==> config.mk <==
export PLATFORM = sky130hd
export DESIGN_NAME = fetch_unit
export DESIGN_NICKNAME = d
export VERILOG_FILES = /design/src/rtl/fetch_unit.sv
export SDC_FILE = /design/constraint.sdc
export NUM_CORES = 1
export LEC_CHECK = 0
export BUFFER_PORTS_ARGS = -buffer_cell sky130_fd_sc_hd__buf_2
export CORE_ASPECT_RATIO = 0.5
export CORE_UTILIZATION = 55
export CTS_BUF_LIST = sky130_fd_sc_hd__clkbuf_16
export DETAILED_ROUTE_END_ITERATION = 10
export PLACE_DENSITY = 0.78
export SETUP_SLACK_MARGIN = 0.02
export SLEW_MARGIN = 25
export SYNTH_ARGS = -nofsm -noshare
export SYNTH_HDL_FRONTEND = slang
export SYNTH_SLANG_ARGS = --single-unit
==> constraint.sdc <==
create_clock -name CLK -period 3.16 [get_ports CLK]
set_input_delay 0.316 -clock CLK [delete_from_list [all_inputs] [get_ports CLK]]
set_output_delay 0.316 -clock CLK [all_outputs]
set_load 0.02 [all_outputs]
==> src/rtl/fetch_unit.sv <==
// Instruction fetch stage: owns the fetch PC, issues credit-limited in-order
// requests to instruction memory and buffers returned words for decode.
module fetch_unit #(
  parameter logic [31:0] RESET_PC = 32'h0000_0000,
  parameter int          QDEPTH   = 2
) (
  input  logic        CLK,
  input  logic        RSTN,
  output logic        IMEM_REQ,
  output logic [31:0] IMEM_ADDR,
  input  logic        IMEM_GNT,
  input  logic        IMEM_RVALID,
  input  logic [31:0] IMEM_RDATA,
  input  logic        REDIRECT,
  input  logic [31:0] REDIRECT_PC,
  output logic        INST_VALID,
  output logic [31:0] INST,
  output logic [31:0] INST_PC,
  input  logic        INST_READY
);

  localparam int            CW       = $clog2(QDEPTH + 1);
  localparam logic [CW:0]   QDEPTH_W = (CW + 1)'(QDEPTH);
  localparam logic [CW-1:0] CNT_ZERO = {CW{1'b0}};

  typedef enum logic {ST_RUN = 1'b0, ST_DRAIN = 1'b1} state_e;

  state_e        state_q, state_d;
  logic [31:0]   fpc_q, fpc_d;
  logic          req_q, req_d;
  logic          inst_valid_q, inst_valid_d;
  logic [CW-1:0] out_cnt_q, out_cnt_d;
  logic [CW-1:0] drop_cnt_q, drop_cnt_d;
  logic [CW-1:0] q_cnt_q, q_cnt_d;
  logic [31:0]   pcf_q [QDEPTH];
  logic [31:0]   pcf_d [QDEPTH];
  logic [31:0]   qd_q  [QDEPTH];
  logic [31:0]   qd_d  [QDEPTH];
  logic [31:0]   qp_q  [QDEPTH];
  logic [31:0]   qp_d  [QDEPTH];

  logic [31:0]   pcf_shift_s [QDEPTH];
  logic [31:0]   qd_shift_s  [QDEPTH];
  logic [31:0]   qp_shift_s  [QDEPTH];
  logic          gnt_s, pop_s, push_s;
  logic [CW-1:0] pcf_base_s, q_base_s;
  logic [31:0]   tgt_pc_s;
  logic [CW:0]   credit_s;

  // Next-state logic for fetch PC, credit, in-flight PC FIFO, queue and drain FSM.
  always_comb begin
    gnt_s    = req_q & IMEM_GNT;
    pop_s    = inst_valid_q & INST_READY;
    // A response landing in the redirect cycle is wrong-path and never enters the queue.
    push_s   = IMEM_RVALID & (state_q == ST_RUN) & ~REDIRECT;
    tgt_pc_s = REDIRECT_PC & 32'hFFFF_FFFC;

    pcf_shift_s = pcf_q;
    qd_shift_s  = qd_q;
    qp_shift_s  = qp_q;
    for (int i = 0; i < QDEPTH - 1; i++) begin
      pcf_shift_s[i] = pcf_q[i + 1];
      qd_shift_s[i]  = qd_q[i + 1];
      qp_shift_s[i]  = qp_q[i + 1];
    end

    pcf_base_s = out_cnt_q - CW'(IMEM_RVALID);
    q_base_s   = q_cnt_q - CW'(pop_s);
    for (int i = 0; i < QDEPTH; i++) begin
      pcf_d[i] = (gnt_s && (pcf_base_s == CW'(i))) ? fpc_q :
                 (IMEM_RVALID ? pcf_shift_s[i] : pcf_q[i]);
      qd_d[i]  = (push_s && (q_base_s == CW'(i))) ? IMEM_RDATA :
                 (pop_s ? qd_shift_s[i] : qd_q[i]);
      qp_d[i]  = (push_s && (q_base_s == CW'(i))) ? pcf_q[0] :
                 (pop_s ? qp_shift_s[i] : qp_q[i]);
    end

    out_cnt_d    = pcf_base_s + CW'(gnt_s);
    q_cnt_d      = REDIRECT ? CNT_ZERO : (q_base_s + CW'(push_s));
    inst_valid_d = (q_cnt_d != CNT_ZERO);

    if (REDIRECT) begin
      fpc_d = tgt_pc_s;
    end else if (gnt_s) begin
      fpc_d = fpc_q + 32'd4;
    end else begin
      fpc_d = fpc_q;
    end

    // Every request still in flight after a redirect (including one granted now) is wrong-path.
    if (REDIRECT) begin
      drop_cnt_d = out_cnt_d;
      state_d    = (out_cnt_d != CNT_ZERO) ? ST_DRAIN : ST_RUN;
    end else if (IMEM_RVALID && (state_q == ST_DRAIN)) begin
      drop_cnt_d = drop_cnt_q - CW'(1'b1);
      state_d    = (drop_cnt_d == CNT_ZERO) ? ST_RUN : ST_DRAIN;
    end else begin
      drop_cnt_d = drop_cnt_q;
      state_d    = state_q;
    end

    credit_s = {1'b0, out_cnt_d} + {1'b0, q_cnt_d};
    req_d    = (credit_s < QDEPTH_W);
  end

  // State registers; async reset returns to an empty queue fetching from RESET_PC.
  always_ff @(posedge CLK or negedge RSTN) begin
    if (!RSTN) begin
      state_q      <= ST_RUN;
      fpc_q        <= RESET_PC;
      req_q        <= 1'b0;
      inst_valid_q <= 1'b0;
      out_cnt_q    <= CNT_ZERO;
      drop_cnt_q   <= CNT_ZERO;
      q_cnt_q      <= CNT_ZERO;
      for (int i = 0; i < QDEPTH; i++) begin
        pcf_q[i] <= 32'h0;
        qd_q[i]  <= 32'h0;
        qp_q[i]  <= 32'h0;
      end
    end else begin
      state_q      <= state_d;
      fpc_q        <= fpc_d;
      req_q        <= req_d;
      inst_valid_q <= inst_valid_d;
      out_cnt_q    <= out_cnt_d;
      drop_cnt_q   <= drop_cnt_d;
      q_cnt_q      <= q_cnt_d;
      pcf_q        <= pcf_d;
      qd_q         <= qd_d;
      qp_q         <= qp_d;
    end
  end

  assign IMEM_REQ   = req_q;
  assign IMEM_ADDR  = fpc_q;
  assign INST_VALID = inst_valid_q;
  assign INST       = qd_q[0];
  assign INST_PC    = qp_q[0];

endmodule

==> out/metrics.cfg, run 1 <==
[worst_setup_path]
worst-setup-path-type=reg -> reg
timing.critical_path.from_type=flip-flop
critical_path.endpoint_type=flip-flop
crit_path_max_incr_delay_ns=0.46
cp_max_fo=41
chain_of_cells_forming_the_critical_path=nand2_4 -> inv_1 -> ha_1 -> xor2_1 -> nor4b_2 -> and2_2 -> buf_12 -> mux2_2
arrival_ns=2.89
cp.required_ns=3.52
reg2regPathDepth=8
cpMaxStageDelayCell=sky130_fd_sc_hd__and2_2

[clock_network]
post_cts_resize_count=0
cts-root-buf=sky130_fd_sc_hd__clkbuf_16
clkTransAtPathRegs_ns=0.06
clock_latency_of_the_later_clocked_register_in_the_worst_skew_pair_ns=0.49
tritoncts_clock_tree=yes
cts-root-to-sink-buffers=3
cts.repair_timing.setup_buffer_count=0
h-tree-depth=1
cts_num_sinks=223
cts_made_buffers=21
cts_stage_hold_buffer_count=1

[layout]
antennaDiodeCount=0
layout.cells.most_common=sky130_fd_sc_hd__dfrtp_1
fin_nets=1053
fill_cells=1432
commonest_cells_after_routing_fill_and_taps_aside=sky130_fd_sc_hd__dfrtp_1 (223), sky130_fd_sc_hd__buf_2 (160), sky130_fd_sc_hd__nor2_1 (97)
post_route_cells_drive_above_1_share_pct=30.5
fin_area_um2=11400
area_growth_syn_to_layout_pct=11.2

[global_routing]
first_pass_grt_wire_length_um=34100
global_route.usage.total_pct=22.1
grt_remaining_overflow=0
grt_start_max_net_pins=85
grt_pass1_vias=6685
antenna_violations_before_repair=0

[yosys]
synth_top_cell_by_area=sky130_fd_sc_hd__dfrtp_1
yosys_reg_bits=223
netlist_area_um2=10200
netlist-cell-type-count=36
synth_seq_area_share_pct=54.5
ys_warn_count=0
syn-instance-count=889
synth_area_leaders=sky130_fd_sc_hd__dfrtp_1 (55%), sky130_fd_sc_hd__mux2_2 (10%), sky130_fd_sc_hd__mux2i_1 (9.2%)
fraction_of_synthesized_cell_area_taken_by_the_top_area_cell_type_pct=54.5
synth.avg_cell_area_um2=11.5

[worst_hold_path]
worst_hold_path_type=in -> reg
min_path_cells=3

[routing]
drt_iter0_markers=300
drt-total-wl_um=20500
ant_nets=0
route.detailed.drc=0
drt-vias-per-instance=5.42
detailedRoute.firstPassIterationCount=4
route.vias.total=6630
detail_route.wl_per_cell_um=16.7

[floorplan]
coreArea_um2=17800
full_die_area_um2=19200
die_h_um=98.4
boundaryPins=168
die_x_um=195
row_count=34
effective_utilization_at_floorplan_pct=57.5

[timing]
achievable-frequency_mhz=396
setup-violations-final=0
tightest_slew_ns=0.824
post-route-period-util_pct=80.0
setup_slack_ns=0.633
slew-limit-headroom_pct=44.7
timing.final.crit_period_ns=2.53
finalClockSkew_ns=0.0190
slew_viol_final=0
rsz0062_at_grt=no
hold_ws_ns=0.0349
setup_total_negative_slack_ns=0
final_hold_viol_count=0

[power]
cellPowerDensity_nw_per_um2=899
design_power_total_uw=10200
p_leak_uw=0.00587
maximum_vdd_ir_drop_mv=0.347

[run]
cap_viol_max_count=0

[placement]
postPlaceCellArea_um2=10800
placer_s_final_routability_congestion_estimate=0.784
dp_worst_setup_slack_ns=0.612
place.detailed.hpwl_um=13200
port-buffer-count=161

[outcome]
status=completed

routing by layer:
metal / share of wire (%) / vias to the layer above / GRT usage (%)
li1: - / 3148 / -
met1: 46 / 3316 / 30.5
met2: 48 / 143 / 37.3
met3: 4.7 / 23 / 3.73
met4: 1.2 / 0 / 4.30
met5: 0 / - / 0
final cells by class:
cell class,count,area (um^2),share of cell area [%]
clock inverter,16,61.3,0.539
timing repair buffer,175,973,8.56
multi-input combinational,545,3910,34.3
sequential,223,5580,49.0
inverter,10,37.5,0.330
tap,234,293,2.57
clock buffer,21,526,4.62
cells by family after synthesis:
family	count (synthesis)	synth area share [%]
AO/OA/AOI/OAI	125	6.11
XOR/XNOR	34	2.91
adder cells (fa/ha/maj)	7	0.929
buffers and inverters	124	7.59
flip-flops	223	54.5
multiplexers	187	19.4
other	1	0.0366
AND/OR/NAND/NOR	188	8.45
report_power, final:
part / internal (uW) / leakage [uW] / switching (uW)
Sequential: 4040 / 0.00278 / 706
Combinational: 1500 / 0.00279 / 1770
Clock: 1200 / 0.000301 / 1020
state kept, by name, indices dropped and copies added, names as in the netlist, 2 cells and up:
name,count
IMEM_ADDR,30
INST,32
INST_PC,30
drop_cnt_q,2
out_cnt_q,2
pcf_q,60
q_cnt_q,2
qd_q,32
qp_q,30
per-stage QoR:
step / std cells / util [%]
after floorplan: 892 / -
after global placement: 1186 / 60.6
after detailed placement: 1186 / 60.6
after CTS: 1224 / 64.0
after global routing: 1224 / 64.0
final: 1224 / 64.0
synthesized netlist by cell type:
library cell,count
sky130_fd_sc_hd__and4_1,2
sky130_fd_sc_hd__nand4_1,12
sky130_fd_sc_hd__nor3b_1,1
sky130_fd_sc_hd__a21oi_1,94
sky130_fd_sc_hd__buf_8,1
sky130_fd_sc_hd__buf_4,72
sky130_fd_sc_hd__nor4_4,2
sky130_fd_sc_hd__nand3_2,1
sky130_fd_sc_hd__nor2b_1,1
sky130_fd_sc_hd__or2_2,1
sky130_fd_sc_hd__dfrtp_1,223
sky130_fd_sc_hd__mux2_2,93
sky130_fd_sc_hd__nand3_1,12
sky130_fd_sc_hd__and3_1,4
sky130_fd_sc_hd__and3_2,2
sky130_fd_sc_hd__o21ai_0,19
sky130_fd_sc_hd__buf_1,7
sky130_fd_sc_hd__nor2_2,1
sky130_fd_sc_hd__o21ai_1,12
sky130_fd_sc_hd__ha_1,6
sky130_fd_sc_hd__nor4b_2,1
sky130_fd_sc_hd__nor3_2,1
sky130_fd_sc_hd__conb_1,1
sky130_fd_sc_hd__fa_1,1
sky130_fd_sc_hd__xor2_1,24
sky130_fd_sc_hd__inv_1,10
sky130_fd_sc_hd__mux2i_1,94
sky130_fd_sc_hd__nand2_1,43
sky130_fd_sc_hd__buf_6,3
sky130_fd_sc_hd__xnor2_1,10
sky130_fd_sc_hd__nor3_1,1
sky130_fd_sc_hd__and2_1,5
sky130_fd_sc_hd__clkbuf_1,25
sky130_fd_sc_hd__buf_2,6
sky130_fd_sc_hd__nor2_1,97
sky130_fd_sc_hd__nand2b_1,1
final timing paths:
check	end	slack [ns]	from
max in group asynchronous	INST[31]$_DFFE_PN0P_	1.76	RSTN
min in group asynchronous	INST_PC[7]$_DFFE_PN0P_	0.42	RSTN
worst min register to register	qd_q[9]$_DFFE_PN0P_	0.51	qd_q[9]$_DFFE_PN0P_
worst min-delay path	IMEM_ADDR[11]$_DFFE_PN0N_	0.03	REDIRECT_PC[11]
worst max-delay path	qd_q[28]$_DFFE_PN0P_	0.63	INST_VALID$_DFF_PN0_
worst max register to register	qd_q[28]$_DFFE_PN0P_	0.63	INST_VALID$_DFF_PN0_
worst max-delay path: cells and delay by family, from the launching register on:
family	cells	cell delay (ns)
simple gates	3	0.90
flops	1	0.41
fa+ha+maj	1	0.17
buf+inv	2	0.33
mux	1	0.37
xor+xnor	1	0.19
No activity file was read; power rests on OpenSTA's default activity.
==> inputs of run 2 (changes only) <==
--- a/config.mk
+++ b/config.mk
@@ -5,6 +5,7 @@
 export SDC_FILE = /design/constraint.sdc
 export NUM_CORES = 1
 export LEC_CHECK = 0
+export ABC_AREA = 1
 export BUFFER_PORTS_ARGS = -buffer_cell sky130_fd_sc_hd__buf_2
 export CORE_ASPECT_RATIO = 0.5
 export CORE_UTILIZATION = 55
==> constraint.sdc (replaced) <==
create_clock -name CLK -period 2.4 [get_ports CLK]
set_input_delay 0.24 -clock CLK [delete_from_list [all_inputs] [get_ports CLK]]
set_output_delay 0.24 -clock CLK [all_outputs]
set_load 0.02 [all_outputs]
==> run 2 against run 1 <==
- clock skew fell by 0.0069 ns
- synthesized cell count rose by 47%
- wire length rose by 33%
- synthesized area rose by 4.2%
- core utilization rose by 2.1 points
- via count rose by 37%
- hold slack got worse by 0.015 ns
- critical path type unchanged
- final cell count rose by 39%
- die area rose by 4.1%
- largest power group unchanged
==> out/metrics.cfg, run 2 <==
[worst_setup_path]
critical_path.reg2reg.startpoint=INST_VALID$_DFF_PN0_
arrival_ns=2.62  ; -0.27 ns
reg2reg_to=IMEM_REQ$_DFF_PN0_
r2r_slack_ns=0.17  ; -0.46 ns
worst-setup-path-type=reg -> reg
cp-endpoint=IMEM_REQ$_DFF_PN0_
critical_path.endpoint_type=flip-flop
cp.required_ns=2.80  ; -0.72 ns
reg2regPathDepth=11  ; +3
cp_max_fo=2  ; -95%
critical_path.startpoint=INST_VALID$_DFF_PN0_
timing.critical_path.from_type=flip-flop

[clock_network]
clock_latency_of_the_later_clocked_register_in_the_worst_skew_pair_ns=0.50  ; about the same
h-tree-depth=1  ; unchanged
cts-root-buf=sky130_fd_sc_hd__clkbuf_16
tritoncts_clock_tree=yes
cts.repair_timing.setup_buffer_count=0  ; unchanged
cts_made_buffers=21  ; unchanged
cts-root-to-sink-buffers=3  ; unchanged
cts_num_sinks=223  ; unchanged
clkTransAtPathRegs_ns=0.06  ; about the same

[yosys]
netlist-cell-type-count=29  ; -19%
synth_top_cell_by_area=sky130_fd_sc_hd__dfrtp_1
yosys_reg_bits=223  ; unchanged
ys_warn_count=0  ; unchanged
fraction_of_synthesized_cell_area_taken_by_the_top_area_cell_type_pct=52.3  ; -2.2 points
synthArstFlopShare_pct=100  ; unchanged
synth_enable_flop_cells=0  ; unchanged
ys_top_cells_by_count=sky130_fd_sc_hd__nand2_1 (387), sky130_fd_sc_hd__dfrtp_1 (223), sky130_fd_sc_hd__nand3_1 (202), sky130_fd_sc_hd__inv_1 (124), sky130_fd_sc_hd__o21ai_1 (105)
synth_area_leaders=sky130_fd_sc_hd__dfrtp_1 (52%), sky130_fd_sc_hd__nand2_1 (14%), sky130_fd_sc_hd__nand3_1 (9.5%)
synth.avg_cell_area_um2=8.13  ; -29%
syn-instance-count=1311  ; +47%
synth_seq_area_share_pct=52.3  ; -2.2 points
synth_most_common_cell=sky130_fd_sc_hd__nand2_1
netlist_area_um2=10700  ; +4.2%
postSynth.topFlopCell=sky130_fd_sc_hd__dfrtp_1

[placement]
place.detailed.hpwl_um=17900  ; +36%
dp.cells=1621  ; +37%
dp_worst_setup_slack_ns=-0.0243  ; -0.636 ns
postPlaceCellArea_um2=11300  ; +4.4%
port-buffer-count=161  ; unchanged
placer_s_final_routability_congestion_estimate=0.948  ; +21%

[global_routing]
global_route.usage.total_pct=27.6  ; +5.5 points
grt_pass1_vias=8518  ; +27%
grt_remaining_overflow=0  ; unchanged
first_pass_grt_wire_length_um=43500  ; +27%
antenna_violations_before_repair=0  ; unchanged
grt_start_max_net_pins=116  ; +36%

[timing]
post-route-period-util_pct=92.7  ; +13 points
rsz0062_at_grt=no
slew-limit-headroom_pct=34.4  ; -10 points
finalClockSkew_ns=0.0121  ; -0.00691 ns
timing.final.crit_period_ns=2.23  ; -0.301 ns
slew_viol_final=0  ; unchanged
setup-violations-final=0  ; unchanged
setup_slack_ns=0.174  ; -0.459 ns
setup_total_negative_slack_ns=0  ; unchanged
tightest_slew_ns=0.983  ; +0.159 ns
achievable-frequency_mhz=449  ; +14%
final_hold_viol_count=0  ; unchanged

[routing]
route.detailed.drc=0  ; unchanged
drt-total-wl_um=27300  ; +33%
drt_iter0_markers=659  ; +120%
drt-vias-per-instance=5.33  ; -1.5%
detailedRoute.firstPassIterationCount=5  ; +1
detail_route.wl_per_cell_um=16.1  ; -3.8%
ant_nets=0  ; unchanged
route.vias.total=9057  ; +37%

[layout]
largest_reg_flops=60  ; unchanged
layout.cells.most_common=sky130_fd_sc_hd__nand2_1
area_growth_syn_to_layout_pct=15.9
finalNonFillerCells=1698  ; +39%
antennaDiodeCount=0  ; unchanged
fin_area_um2=12400  ; +8.6%
largest-register=pcf_q
fin_nets=1502  ; +43%
commonest_cells_after_routing_fill_and_taps_aside=sky130_fd_sc_hd__nand2_1 (387), sky130_fd_sc_hd__dfrtp_1 (223), sky130_fd_sc_hd__nand3_1 (201)
post_route_cells_drive_above_1_share_pct=15.4  ; -15 points

[floorplan]
full_die_area_um2=20000  ; +4.1%
effective_utilization_at_floorplan_pct=57.0  ; -0.52 points
die_x_um=199  ; +2.1%
boundaryPins=168  ; unchanged
coreArea_um2=18700  ; +5.2%
die_h_um=100  ; +2.0%
row_count=35  ; +2.9%

[outcome]
status=completed

[power]
design_power_total_uw=14100  ; +38%
maximum_vdd_ir_drop_mv=0.496  ; +43%
cellPowerDensity_nw_per_um2=1140  ; +27%
p_leak_uw=0.00626  ; +6.6%

[run]
cap_viol_max_count=0  ; unchanged

[worst_hold_path]
worst_hold_path_type=in -> reg

run 2: changes by cell type after synthesis, moves of 32 or more:
cell,previous run,this run
sky130_fd_sc_hd__mux2_2,93,0
sky130_fd_sc_hd__nand2_1,43,387
sky130_fd_sc_hd__o211ai_1,0,32
sky130_fd_sc_hd__mux2i_1,94,0
sky130_fd_sc_hd__nor2_1,97,44
sky130_fd_sc_hd__a21oi_1,94,3
sky130_fd_sc_hd__inv_1,10,124
sky130_fd_sc_hd__o21ai_1,12,105
sky130_fd_sc_hd__nand3_1,12,202
run 2: worst min-delay path by stage:
stage	to	cells after the start	startpoint
CTS	qd_q[12]$_DFFE_PN0P_	3	IMEM_RDATA[12]
detailed placement	state_q$_DFFE_PN0P_	1	RSTN
floorplan	IMEM_ADDR[10]$_DFFE_PN0N_	0	RSTN
finish	IMEM_ADDR[7]$_DFFE_PN0N_	3	REDIRECT_PC[7]
global route	qd_q[2]$_DFFE_PN0P_	3	IMEM_RDATA[2]
global placement	out_cnt_q[0]$_DFF_PN0_	1	RSTN
run 2: what timing repair did:
item,in CTS,in global routing
setup endpoints to repair,22,14
gates resized for setup,0,1
cloned,1,0
hold buffers,39,0
endpoints found under the hold margin,116,0
pin swaps,1,0
run 2: cell families after synthesis:
kind of cell	share of synthesized area (%)
and+or+nand+nor	25.4
buffers and inverters	11.9
DFF	52.3
AOI/OAI and AO/OA	8.59
xor gates and xnor gates	0.821
adders and majority gates	0.892
other	0.0352
run 2: cell type report:
type / instances / area, um^2
fillers: 1564 / 6340
flip-flops and latches: 223 / 5580
multi-input cells: 827 / 3850
repair buffers: 217 / 1400
clock buffers: 21 / 526
inverters: 135 / 507
well taps: 259 / 324
clock inverters: 16 / 170
run 2: per-layer routing:
metal	routed length, um	vias to the layer above	global-route usage [%]
li1	-	4379	-
met4	547	0	6.57
met2	11700	425	42.2
met1	12800	4211	41.2
met5	0	-	0
met3	2260	42	4.75
run 2: report_power, final:
| group | switching, uW | total, uW | internal, uW |
|---|---|---|---|
| Clock | 1400 | 3410 | 2020 |
| Sequential | 1000 | 6210 | 5210 |
| Combinational | 2940 | 4490 | 1560 |
| Total | 5340 | 14100 | 8780 |
run 2: worst max-delay path: stages (launching register included):
cell and delay (ns):
sky130_fd_sc_hd__dfrtp_1 0.37, sky130_fd_sc_hd__nand2_1 0.08, sky130_fd_sc_hd__inv_2 0.04, sky130_fd_sc_hd__ha_1 0.33, sky130_fd_sc_hd__inv_1 0.11, sky130_fd_sc_hd__ha_1 0.30, sky130_fd_sc_hd__inv_1 0.05, sky130_fd_sc_hd__nor2_1 0.19
sky130_fd_sc_hd__nand2_1 0.11, sky130_fd_sc_hd__fa_1 0.45, sky130_fd_sc_hd__nand2_1 0.07, sky130_fd_sc_hd__inv_1 0.03
run 2: through the flow:
| stage | utilization [%] | hold WS (ns) |
|---|---|---|
| 5_1_grt | 66.1 | 0.0180 |
| 3_3_place_gp | 60.2 | 0.225 |
| 4_1_cts | 66.0 | 0.00138 |
| 6_report | 66.1 | 0.0202 |
| 2_1_floorplan | - | -0.0556 |
| 3_5_place_dp | 60.2 | 0.231 |
